**config.mk**
```make
export PLATFORM = sky130hd
export DESIGN_NAME = mux_select_sequencer
export DESIGN_NICKNAME = d
export VERILOG_FILES = /design/src/rtl/mux_select_sequencer.sv
export SDC_FILE = /design/constraint.sdc
export NUM_CORES = 1
export LEC_CHECK = 0
export BUFFER_PORTS_ARGS = -buffer_cell sky130_fd_sc_hd__buf_2
export CAP_MARGIN = 20
export CORE_MARGIN = 3
export CORE_UTILIZATION = 50
export CTS_CLUSTER_SIZE = 14
export DETAILED_ROUTE_END_ITERATION = 16
export GPL_TIMING_DRIVEN = 0
export PLACE_DENSITY = 0.84
export RECOVER_POWER = 100
export SYNTH_ARGS = -nofsm -noshare
export SYNTH_HDL_FRONTEND = slang
export SYNTH_SLANG_ARGS = --single-unit
```
**constraint.sdc**
```tcl
create_clock -name clk -period 3.7 [get_ports clk]
set_input_delay 0.37 -clock clk [delete_from_list [all_inputs] [get_ports clk]]
set_output_delay 0.37 -clock clk [all_outputs]
set_load 0.05 [all_outputs]
```
**src/rtl/mux_select_sequencer.sv**
```systemverilog
// Steps an 8:1 mux select through the enabled channels, holding each for dwell+1 cycles.
// Single-pass or continuous scans; stop aborts silently, and an exhausted mask ends the scan with a done pulse.
module mux_select_sequencer (
  input  logic       clk,
  input  logic       rst,
  input  logic       start,
  input  logic       stop,
  input  logic       mode_cont,
  input  logic [7:0] en_mask,
  input  logic [3:0] dwell,
  output logic       x,
  output logic       y,
  output logic       z,
  output logic [2:0] chan,
  output logic       valid,
  output logic       busy,
  output logic       done
);

  typedef enum logic {IDLE, DWELL} state_t;

  state_t     state;
  logic [3:0] cnt;
  logic [3:0] dwell_l;
  logic       mode_l;

  // Returns {found, index} of the lowest set bit.
  function automatic logic [3:0] first_set(input logic [7:0] m);
    first_set = 4'd0;
    for (int i = 7; i >= 0; i--) begin
      if (m[i]) first_set = {1'b1, 3'(i)};
    end
  endfunction

  logic [3:0] lo_all;
  logic [3:0] lo_above;

  assign lo_all   = first_set(en_mask);
  assign lo_above = first_set(en_mask & ~((8'd2 << chan) - 8'd1));

  assign {x, y, z} = chan;

  always_ff @(posedge clk or posedge rst) begin
    if (rst) begin
      state   <= IDLE;
      chan    <= 3'd0;
      cnt     <= 4'd0;
      dwell_l <= 4'd0;
      mode_l  <= 1'b0;
      valid   <= 1'b0;
      busy    <= 1'b0;
      done    <= 1'b0;
    end else begin
      done <= 1'b0;
      case (state)
        IDLE: begin
          if (start && !stop && lo_all[3]) begin
            state   <= DWELL;
            chan    <= lo_all[2:0];
            cnt     <= 4'd0;
            dwell_l <= dwell;
            mode_l  <= mode_cont;
            valid   <= 1'b1;
            busy    <= 1'b1;
          end
        end
        DWELL: begin
          if (stop) begin
            state <= IDLE;
            valid <= 1'b0;
            busy  <= 1'b0;
          end else if (cnt == dwell_l) begin
            // The live mask is consulted only here, so the current dwell always runs to completion.
            if (lo_above[3]) begin
              chan <= lo_above[2:0];
              cnt  <= 4'd0;
            end else if (mode_l && lo_all[3]) begin
              chan <= lo_all[2:0];
              cnt  <= 4'd0;
            end else begin
              state <= IDLE;
              valid <= 1'b0;
              busy  <= 1'b0;
              done  <= 1'b1;
            end
          end else begin
            cnt <= cnt + 4'd1;
          end
        end
        default: state <= IDLE;
      endcase
    end
  end

endmodule

```
==> results.cfg <==
[power_and_ir_drop]
p_leak_nw = 0.631
cellPowerDensity_nw_per_um2 = 747
switching_share_pct = 50.2
internal_power_mw = 0.490
power_frac_clock_pct = 9.5
ir_worst_vdd_uv = 471
p_switching_mw = 0.493
seqPwrFrac_pct = 25.4
finalPower_mw = 0.983
pwr-share-comb_pct = 65.1

[detailed_routing]
drtPass1Iterations = 4
dr_total_vias = 1049
routed_wl_um = 2540
wl_per_cell_um = 13.6
drc = 0
vias_per_cell = 5.61
drt_iter0_markers = 21
postRouteAntennaNets = 0

[critical_path]
cpMostUsedCell = a21oi_1
endpoint_kind = flop
cpPeakStageDelay_ns = 0.43
required_ns = 3.88
start_kind = flop
crit_fanout = 10
crit_type = reg -> reg
critPathLaunch = chan[2]$_DFFE_PP0P_
timing.rr.start = chan[2]$_DFFE_PP0P_
crit_slowest_cell = or3b_1
crit_chain = clkbuf_1 > nor3_1 > inv_1 > ha_1 > buf_6 > or3b_1 > a21oi_1 > a2bb2o_4 > o311ai_4 > a21oi_1 > mux2_4
critical_path_arrival_ns = 3.45

[die]
ios = 26
die_width_um = 54.1
coreArea_sq_um = 2080
fp.dieH_um = 54.1
start_util_pct = 55.5
dieArea_sq_um = 2930
rows = 16

[sta]
fin_skew_ns = 0.0147
rsz0062_at_grt = false
hold_slack_ns = 0.117
worst_pin_slew_ns = 0.616
fin_crit_sh_pct = 88.4
hold_viol = 0
relSlewSlack_pct = 59.1
slew_viol_final = 0
fmax_ghz = 0.306
setup_violations = 0
tns_ns = 0
min_period_ns = 3.27

[flow_run]
cap_violations = 0

[synth]
ys_ff_latch = 15
postSynthCellCount = 131
seq_area_frac_synth_pct = 32.5
async_flop_share_pct = 100
synthFlopType = dfrtp_1
ys_warn_count = 0
synth_edf_count = 0
synth_area_sq_um = 1160
synth_cell_types = 49
syn_area_per_cell_sq_um = 8.83
syn_nets = 150

[cts]
holdBufCountCts = 0
post_cts_buffers = 0
htree_levels = 1
cts_buffers = 3
cts_sinks = 15
cts_root_buf = clkbuf_4
clk_latency_ns = 0.29
cts_resized = 0
clockBufferDepth = 2
cts_tree = built
cts.reportedPaths.clkPinSlew_ns = 0.10

[final_layout]
drive_above_1_share_pct = 22.5
final_cell_mix = nand2_1, buf_2, dfrtp_1, clkbuf_1, inv_1
num-fill-cells = 194
final_common_cell = nand2_1
area_growth_pct = 13.9
diodes = 0
nNetsFinal = 180

[status]
status = finished clean

[min_path]
holdCritPathClass = in -> async

[placement]
io_buffer_count = 25
dp_hpwl_um = 1980
routabilityCongestion = 0.891

[global_routing]
grt_pass1_vias = 922
antenna_found_initial = 0
grt_overflow = 0
gr-usage-all-layers_pct = 19.9
grt_pass1_wl_um = 4120
grt_max_degree = 16
[flip-flops by register name, indices dropped and copies added, names as in the netlist]
name / cells
busy: 1
chan: 3
cnt: 4
done: 1
dwell_l: 4
mode_l: 1
state: 1
[cell usage after synthesis (3+ instances only)]
library cell | instances | share of area, %
buf_2 | 3 | 1.3
a21o_1 | 3 | 1.9
o21ai_0 | 5 | 2.2
nand3_1 | 4 | 1.7
mux2_4 | 3 | 3.9
buf_4 | 4 | 2.6
mux2i_1 | 3 | 2.6
nand2_1 | 23 | 7.5
nor2_1 | 6 | 1.9
xnor2_1 | 4 | 3.0
inv_1 | 7 | 2.3
nor4_1 | 3 | 1.6
and3_1 | 4 | 2.2
a21oi_1 | 4 | 1.7
dfrtp_1 | 15 | 32
[per-stage QoR]
step / std cells / setup WS, ns / util [%] / instance area, sq um
2_1_floorplan: 131 / 0.651 / - / 1160
3_3_place_gp: 183 / 0.741 / 63.2 / 1320
3_5_place_dp: 183 / 0.709 / 63.2 / 1320
4_1_cts: 187 / 0.685 / 64.5 / 1340
5_1_grt: 187 / 0.259 / 63.2 / 1320
6_report: 187 / 0.428 / 63.2 / 1320
[worst max-delay path: cells and delay by family, from the launching register on]
kind,cells,cell delay [ns]
adders and majority gates,1,0.16
and+or+nand+nor,2,0.58
buffers and inverters,3,0.55
muxes,1,0.33
DFF,1,0.39
AOI/OAI and AO/OA,4,1.15
[power groups by stage]
stage               Combinational [mW]  Clock, mW  Sequential, mW
finish                           0.640     0.0931           0.249
global route                     0.690      0.108           0.255
CTS                              0.655     0.0977           0.248
detailed placement               0.652          0           0.252
global placement                 0.636          0           0.248
floorplan                        0.477          0           0.304
[final timing paths]
kind	cells past startpoint	endpoint	slack, ns
worst max-delay path	11	chan[2]$_DFFE_PP0P_	0.43
worst max register to register	11	chan[2]$_DFFE_PP0P_	0.43
worst min-delay path	2	dwell_l[2]$_DFFE_PP0P_	0.12
worst min register to register	2	dwell_l[1]$_DFFE_PP0P_	0.50
min in group clk	3	dwell_l[2]$_DFFE_PP0P_	0.27
max in group asynchronous	2	done$_DFF_PP0_	3.19
[cell type report]
class / instances / area, sq um / share of cell area, %
inverter: 7 / 26.3 / 2.00
sequential: 15 / 375 / 28.5
clock inverter: 1 / 5.00 / 0.380
timing repair buffer: 25 / 113 / 8.56
multi-input combinational: 100 / 682 / 51.8
clock buffer: 3 / 22.5 / 1.71
buffer: 9 / 58.8 / 4.47
tap: 27 / 33.8 / 2.57
[logic make-up after synthesis]
| kind of cell | Yosys count | synth area share (%) |
|---|---|---|
| adder cells (fa/ha/maj) | 2 | 2.16 |
| AO/OA/AOI/OAI | 32 | 22.7 |
| flip-flops | 15 | 32.5 |
| AND/OR/NAND/NOR | 54 | 23.9 |
| buffers and inverters | 16 | 7.47 |
| XOR/XNOR | 5 | 3.79 |
| multiplexers | 7 | 7.47 |
[per-layer routing]
| metal | track usage, % | vias to the layer above | part of all wire [%] |
|---|---|---|---|
| li1 | - | 528 | - |
| met1 | 27.7 | 483 | 46 |
| met2 | 29.4 | 36 | 46 |
| met3 | 4.43 | 2 | 6.9 |
| met4 | 7.88 | 0 | 1.1 |
| met5 | 0 | - | 0 |
No activity file was read; power rests on OpenSTA's default activity.
